File: src/rtl/ycr_dmem_router.sv
// Data-memory router: decodes the core dmem request to the TCM or the external bridge and
// returns the owning port's response. Optional response timeout: YCR_DMEM_ROUTER_TIMEOUT_EN.

`ifndef YCR_DMEM_AWIDTH
`define YCR_DMEM_AWIDTH 32
`endif
`ifndef YCR_DMEM_DWIDTH
`define YCR_DMEM_DWIDTH 32
`endif

module ycr_dmem_router #(
    parameter logic [`YCR_DMEM_AWIDTH-1:0] TCM_ADDR_MASK    = 32'hFFFF_F000,
    parameter logic [`YCR_DMEM_AWIDTH-1:0] TCM_ADDR_PATTERN = 32'h0C48_0000,
    parameter int unsigned                 TIMEOUT_CYCLES   = 255
) (
    input  logic                        clk,
    input  logic                        rst_n,
    // core side
    input  logic                        dmem_req,
    output logic                        dmem_req_ack,
    input  logic                        dmem_cmd,
    input  logic [1:0]                  dmem_width,
    input  logic [`YCR_DMEM_AWIDTH-1:0] dmem_addr,
    input  logic [`YCR_DMEM_DWIDTH-1:0] dmem_wdata,
    output logic [`YCR_DMEM_DWIDTH-1:0] dmem_rdata,
    output logic [1:0]                  dmem_resp,
    // port 0: TCM
    output logic                        tcm_req,
    input  logic                        tcm_req_ack,
    output logic                        tcm_cmd,
    output logic [1:0]                  tcm_width,
    output logic [`YCR_DMEM_AWIDTH-1:0] tcm_addr,
    output logic [`YCR_DMEM_DWIDTH-1:0] tcm_wdata,
    input  logic [`YCR_DMEM_DWIDTH-1:0] tcm_rdata,
    input  logic [1:0]                  tcm_resp,
    // port 1: external bridge
    output logic                        ext_req,
    input  logic                        ext_req_ack,
    output logic                        ext_cmd,
    output logic [1:0]                  ext_width,
    output logic [`YCR_DMEM_AWIDTH-1:0] ext_addr,
    output logic [`YCR_DMEM_DWIDTH-1:0] ext_wdata,
    input  logic [`YCR_DMEM_DWIDTH-1:0] ext_rdata,
    input  logic [1:0]                  ext_resp
);

    localparam logic [1:0] RespNotRdy = 2'b00;
    localparam logic [1:0] RespOk     = 2'b01;
    localparam logic [1:0] RespEr     = 2'b10;

    // The timeout counter is 8 bits wide, so larger limits could never be reached.
    if (TIMEOUT_CYCLES > 255) begin : g_bad_timeout
        $error("TIMEOUT_CYCLES must fit in 8 bits");
    end

    typedef enum logic [1:0] {StIdle, StWait, StFlush} state_e;

    state_e                       state_q, state_d;
    logic                         port_sel_q, port_sel_d;
    logic                         sel;
    logic                         resp_done;
    logic                         issue_ok;
    logic                         accept;
    logic [1:0]                   own_resp;
    logic [`YCR_DMEM_DWIDTH-1:0]  own_rdata;

`ifdef YCR_DMEM_ROUTER_TIMEOUT_EN
    localparam logic [7:0] TimeoutLimit = 8'(TIMEOUT_CYCLES);
    logic [7:0] cnt_q, cnt_d;
`endif

    assign sel       = ((dmem_addr & TCM_ADDR_MASK) != TCM_ADDR_PATTERN);
    assign own_resp  = port_sel_q ? ext_resp : tcm_resp;
    assign own_rdata = port_sel_q ? ext_rdata : tcm_rdata;
    assign resp_done = (state_q == StWait) && (own_resp != RespNotRdy);
    assign issue_ok  = (state_q == StIdle) || resp_done;

    assign tcm_req      = dmem_req & issue_ok & ~sel;
    assign ext_req      = dmem_req & issue_ok & sel;
    assign dmem_req_ack = issue_ok & (sel ? ext_req_ack : tcm_req_ack);
    assign accept       = dmem_req & dmem_req_ack;

    assign tcm_cmd   = dmem_cmd;
    assign tcm_width = dmem_width;
    assign tcm_addr  = dmem_addr;
    assign tcm_wdata = dmem_wdata;
    assign ext_cmd   = dmem_cmd;
    assign ext_width = dmem_width;
    assign ext_addr  = dmem_addr;
    assign ext_wdata = dmem_wdata;

    always_comb begin
        state_d    = state_q;
        port_sel_d = port_sel_q;
        dmem_resp  = RespNotRdy;
        dmem_rdata = '0;
`ifdef YCR_DMEM_ROUTER_TIMEOUT_EN
        cnt_d      = cnt_q;
`endif
        unique case (state_q)
            StIdle: begin
                if (accept) begin
                    port_sel_d = sel;
                    state_d    = StWait;
`ifdef YCR_DMEM_ROUTER_TIMEOUT_EN
                    cnt_d      = '0;
`endif
                end
            end
            StWait: begin
                if (resp_done) begin
                    dmem_resp  = own_resp;
                    dmem_rdata = (own_resp == RespOk) ? own_rdata : '0;
                    // A request accepted on the response cycle keeps the router busy.
                    if (accept) begin
                        port_sel_d = sel;
`ifdef YCR_DMEM_ROUTER_TIMEOUT_EN
                        cnt_d      = '0;
`endif
                    end else begin
                        state_d = StIdle;
                    end
                end
`ifdef YCR_DMEM_ROUTER_TIMEOUT_EN
                else if (cnt_q == TimeoutLimit) begin
                    dmem_resp = RespEr;
                    state_d   = StFlush;
                end else begin
                    cnt_d = cnt_q + 8'd1;
                end
`endif
            end
            StFlush: begin
                // Late response from the owning port is swallowed.
                if (own_resp != RespNotRdy) begin
                    state_d = StIdle;
                end
            end
            default: state_d = StIdle;
        endcase
    end

    always_ff @(posedge clk or negedge rst_n) begin
        if (!rst_n) begin
            state_q    <= StIdle;
            port_sel_q <= 1'b0;
        end else begin
            state_q    <= state_d;
            port_sel_q <= port_sel_d;
        end
    end

`ifdef YCR_DMEM_ROUTER_TIMEOUT_EN
    always_ff @(posedge clk or negedge rst_n) begin
        if (!rst_n) begin
            cnt_q <= '0;
        end else begin
            cnt_q <= cnt_d;
        end
    end
`endif

endmodule

File: config.mk
export PLATFORM = sky130hd
export DESIGN_NAME = ycr_dmem_router
export DESIGN_NICKNAME = d
export VERILOG_FILES = /design/src/rtl/ycr_dmem_router.sv
export SDC_FILE = /design/constraint.sdc
export NUM_CORES = 1
export LEC_CHECK = 0
export CAP_MARGIN = 20
export CORE_AREA = 2 2 120 122
export DETAILED_ROUTE_END_ITERATION = 6
export DIE_AREA = 0 0 122 124
export DONT_BUFFER_PORTS = 1
export GPL_TIMING_DRIVEN = 0
export MAX_ROUTING_LAYER = met4
export PLACE_DENSITY = 0.3
export SETUP_SLACK_MARGIN = 0.15
export SLEW_MARGIN = 5
export SYNTH_ARGS = -nofsm -noshare
export SYNTH_HDL_FRONTEND = slang
export SYNTH_SLANG_ARGS = --single-unit
File: constraint.sdc
create_clock -name clk -period 1.45 [get_ports clk]
set_input_delay 0.3625 -clock clk [delete_from_list [all_inputs] [get_ports clk]]
set_output_delay 0.3625 -clock clk [all_outputs]
set_load 0.02 [all_outputs]
# [Word-level counts from Yosys, hierarchy flattened]
# Cells that the tools add are included.
[totals] latch_bits=0 mem_count=0 in_bits=140 out_inout_bits=171 mem_bits_rw=0 romBits=0 reg_bits=3
[classes] shifts=0 muxes=16 n_lt_le_gt_ge=0 eq_ne=8 reduce_logical=7 n_mul=0 n_div=0 bitwise_logic=6 add_sub_neg=0
[ops] cell="$mux W32" count=4
[ops] cell="$ne A20 B16 Y1 const B" count=1
[ops] cell="$mux W2" count=7
[ops] cell="$ne A2 B2 Y1 const B" count=4
[ops] cell="$pmux W2 S3" count=1
[ops] cell="$and A1 B1 Y1" count=5
[ops] cell="$eq A2 B1 Y1 const B" count=2
[ops] cell="$reduce_and A4 Y1" count=1
[ops] cell="$reduce_bool A2 Y1" count=2
[ops] cell="$mux W1" count=3
[ops] cell="$eq A2 B2 Y1 const B" count=1
[ops] cell="$logic_not A2 Y1" count=1
[ops] cell="$pmux W1 S2" count=1
[ops] cell="$reduce_and A2 Y1" count=1
[ops] cell="$logic_and A1 B1 Y1" count=1
[ops] cell="$logic_or A1 B1 Y1" count=1
[ops] cell="$not A1 Y1" count=1

# [Logic depth before layout (Yosys ltp)]
# Gate-level depths: netlist (run 1).
[depth] word_depth=9 mapped_depth=6 mapped_depth_nobuf=4

# [Worst setup path before layout (run 1)]
# Ideal clock, no wire load.
[synth_path] path_kind="register -> output" from="register port_sel_q" to="output port dmem_rdata[10]" t_required_ns=1.087 n_path_buf=2 arrival_time_ns=1.492 setup_slack_ns=-0.405 stages_incl_launch_ff=7 cell_sequence="dfrtp_1 buf_4 mux2i_1 nor2b_2 nand2_2 buf_6 nor2_1"
[synth_via] elab_chain_len=5
[synth_lines] element="start, declared" line_no="59" source="logic port_sel_q, port_sel_d;"
[synth_lines] element="start signal, assigned" line_no="149" source="port_sel_q <= port_sel_d;"
[synth_lines] element="$mux W2" line_no="73" source="assign own_resp = port_sel_q ? ext_resp : tcm_resp;"
[synth_lines] element="$eq A2 B1 Y1 or $reduce_bool A2 Y1 (tied branches)" line_no="113, 75"
[synth_lines] element="$mux W32 or $logic_and A1 B1 Y1 (tied branches)" line_no="113, 75"
[synth_lines] element="$mux W32 (*)" line_no="111" source="if (resp_done) begin"
[synth_lines] element="$mux W32 (*)" line_no="100" source="unique case (state_q)"
[synth_lines] element="end, declared" line_no="25" source="output logic [`YCR_DMEM_DWIDTH-1:0] dmem_rdata,"
# Every way passes the cells marked *; elsewhere a longest branch is shown, timed or not.

# [Worst setup path after layout (run 1)]
[layout_path] from="register port_sel_q" to="output port dmem_rdata[17]"
# The elaborated chain is that of the path after synthesis.

==> flow_summary.rst, run 1 <==
.. list-table::
   :header-rows: 1

   * - Metric
     - Value
   * - Number of iterations in the first detailed-routing pass
     - 2
   * - Slew of the pin with the lowest slew margin
     - roughly 340 ps
   * - Violations in the final reports
     - negative setup slack
   * - Worst min-delay path class
     - in2reg
   * - Share of power burned in the clock network
     - 0.311
   * - Warning count from the yosys run
     - 0
   * - Synthesis-to-layout area growth
     - 47.9%
   * - Crit share post-route
     - 1.39
   * - Port Buffer Count
     - 0
   * - Number of antenna violations at the first check in global routing
     - 0
   * - Power per cell area
     - 496 nW/um^2
   * - Initial core utilization
     - 0.130
   * - Die area
     - 15100 sq um
   * - Fraction of layout instances using a drive strength above 1
     - 0.827
   * - Clock tree from TritonCTS
     - yes
   * - Max frequency
     - 498 MHz
   * - Worst-case clock buffer depth
     - 2
   * - Worst-path clk slew
     - 30 ps
   * - Via/cell ratio
     - 3.51
   * - Share of flip-flops with an asynchronous set or reset after synthesis
     - 1.00
   * - Switching power summed over all nets
     - ~0.55 mW
   * - Final total power
     - 1.31 mW
   * - Peak VDD IR
     - 0.305 mV
   * - Final setup vio count
     - 38
   * - Count of different cell masters after synthesis
     - 23
   * - Clock latency at the later pin of the worst-skew pair
     - 220 ps
   * - Final period demand of the worst path
     - 2010 ps
   * - Vias in the first global route
     - 1297
   * - Placer's final routability congestion estimate
     - 0.696
   * - Post-synthesis sequential element count
     - 2
   * - Total clock buffers created by CTS
     - 3
   * - Max cap viols
     - 0
   * - Wire length after detailed routing
     - roughly 5.7 mm
   * - Sequential share of the synthesized area
     - 0.0281
   * - Cell area after technology mapping
     - 1780 sq um
   * - Category of the worst setup path capture point
     - primary output
   * - # rows
     - between 40 and 50
   * - Overall routing resource usage
     - 0.0588
   * - Starting DRC count in detailed routing
     - 10
   * - Largest net degree at the start of global routing
     - 11
   * - Wire length of the first global-routing pass
     - ~6.5 mm
   * - Core footprint
     - 13700 sq um
   * - Final setup TNS
     - -19420 ps
   * - Final WS setup
     - -560 ps
   * - Vias after detailed routing
     - roughly 1500
   * - Setup repair after global routing missed its margin
     - yes
   * - Clock root buffer
     - clkbuf_16
   * - Static leakage
     - 1.34 nW
   * - Run status
     - complete, but fails checks
   * - Final routed DRC violation total
     - 0
   * - Highest net fanout along the worst path
     - 10
   * - Data arrival, critical path
     - 1650 ps
   * - Gr ovfl total
     - 0
   * - Number of standard cells after synthesis
     - 239
   * - Xor/xnor cell area share of the yosys netlist
     - 0
   * - Share of synthesized cell area in and, or, nand and nor gates
     - 0.155
   * - Number of top-level pins
     - 311
   * - Design internal power
     - roughly 0.76 mW
   * - Die extent in x
     - 122 microns
   * - Crit Path Class
     - reg2out
   * - Proportion of power drawn by flip-flops and latches
     - 0.049
   * - Data required time of the worst path
     - 1090 ps
   * - Height of the die
     - between 100 and 150 microns
   * - CTS H-tree lvls
     - 1
   * - Launching element type of the critical path
     - register
   * - Final hold violation count
     - 0
   * - Detail-routed net length per standard cell
     - 13.0 microns
   * - Worst clock skew on the final layout
     - 1.95 ps
   * - Post-Syn Area per Cell
     - 7.45 sq um
   * - Synthesized-area fraction occupied by ao, oa, aoi and oai cells
     - 0.0155
   * - Slew Limit Headroom
     - 0.766
   * - Ant. Diodes
     - 0
   * - Core occupancy in the finished layout
     - 0.192
   * - Adder and majority gate portion of the synthesized area
     - 0
   * - Number of enable flip-flop cells after synthesis
     - 0
   * - Main flop type after synthesis
     - dfrtp_1
   * - Largest family of logic cells by synthesized area
     - buffers and inverters
   * - Number of routed nets with antenna violations
     - 0
   * - Post-layout nets
     - 397
   * - Count of pins over their slew limit
     - 0
   * - Multiplexer share of the synthesized area
     - 0.203
   * - Clock tree sinks
     - 2
   * - Fraction of power spent switching nets
     - 0.417
   * - Part of the total power dissipated in combinational logic
     - 0.640
   * - HPWL after detailed placement
     - 5.06 mm
   * - Syn Nets
     - roughly 380
-- path summary, 6_finish.rpt --
path / start / to / slack (ps) / cells after the start
min in group asynchronous: rst_n / port_sel_q / 390 / 1
worst min register to register: state_q[0] / port_sel_q / 720 / 2
worst min-delay path: dmem_req / port_sel_q / 310 / 2
worst max-delay path: port_sel_q / dmem_rdata[17] / -560 / 6
max in group asynchronous: rst_n / state_q[0] / 910 / 1
worst max register to register: port_sel_q / port_sel_q / -180 / 9
-- cell usage after synthesis (2+ instances only) --
| library cell | n | share of area |
|---|---|---|
| nand2_1 | 6 | 0.013 |
| nor4b_1 | 3 | 0.015 |
| buf_2 | 3 | 0.0084 |
| buf_4 | 135 | 0.57 |
| buf_6 | 3 | 0.019 |
| nor2_1 | 25 | 0.053 |
| dfrtp_1 | 2 | 0.028 |
| nand3_1 | 3 | 0.0084 |
| mux2i_1 | 35 | 0.20 |
| nor2_2 | 10 | 0.035 |
| nor4_1 | 2 | 0.0070 |
-- timing repair --
item	in CTS	in global routing
cloned	1	0
endpoints found under the setup margin	39	39
gates resized for setup	22	14
pin swaps	3	9
hold endpoints to repair	2	0
buffers inserted	5	6
hold buffers	1	0
-- worst max-delay path: stages, from the launching register on --
cell     delay [ps]
dfrtp_1         360
buf_6           130
mux2i_2         160
nor2b_4         270
nand2_8         140
buf_12          200
nor2_4          160
-- layer usage --
layer,up-vias,routed length (microns),global-route usage
met4,0,15,0.0108
met2,164,3350,0.126
li1,674,-,-
met3,2,752,0.0137
met5,-,0,-
met1,686,1550,0.0514
-- layout by cell type (no fill, tap or decap), types with 2 or more instances in the layout --
master and n:
clkbuf_16 3, mux2i_4 2, nor4b_2 2, nor2b_4 2
nand3_2 2, mux2i_1 32, nor2_4 33, buf_4 142
nand2_4 3, buf_2 3, buf_6 3, nand2_1 2
buf_12 4
-- area by class of cell --
class	instances	area, sq um
fillers	1490	11100
plain buffers	141	1090
multi-input cells	95	1050
well taps	180	225
repair buffers	13	140
clock buffers	3	75.1
flip-flops and latches	2	51.3
inverters	1	3.75
-- state kept, by name (all words and copies together), names as in the netlist --
register	count
port_sel_q	1
state_q	1
-- logic make-up after synthesis --
group,count (synthesis)
AOI/OAI and AO/OA,4
muxes,36
and+or+nand+nor,55
buffers and inverters,142
DFF,2
-- per-stage QoR --
step           setup slack [ps]  hold WS (ps)  cells  area (sq um)
6_report                   -560           315    435          2630
5_1_grt                    -617           320    435          2630
2_1_floorplan              -288          66.9    239          2040
3_5_place_dp               -557          67.2    419          2260
3_3_place_gp               -556          67.2    419          2260
4_1_cts                    -592           318    429          2530
-- power by group through the flow --
stage               logic [mW]  clock network (mW)  registers (mW)
floorplan                0.738                   0          0.0615
global placement         0.790                   0          0.0632
detailed placement       0.783                   0          0.0633
CTS                      0.825               0.414          0.0632
global route             0.878               0.421          0.0644
finish                   0.836               0.407          0.0640
No activity file was read; power rests on OpenSTA's default activity.
==> run 2, diff against run 1 <==
--- a/config.mk
+++ b/config.mk
@@ -14,7 +14,7 @@
 export MAX_ROUTING_LAYER = met4
 export PLACE_DENSITY = 0.3
 export SETUP_SLACK_MARGIN = 0.15
-export SLEW_MARGIN = 5
+export SLEW_MARGIN = 10
 export SYNTH_ARGS = -nofsm -noshare
 export SYNTH_HDL_FRONTEND = slang
 export SYNTH_SLANG_ARGS = --single-unit
==> results of run 2 <==
Final layout, timing and power as in run 1 (identical DEF).
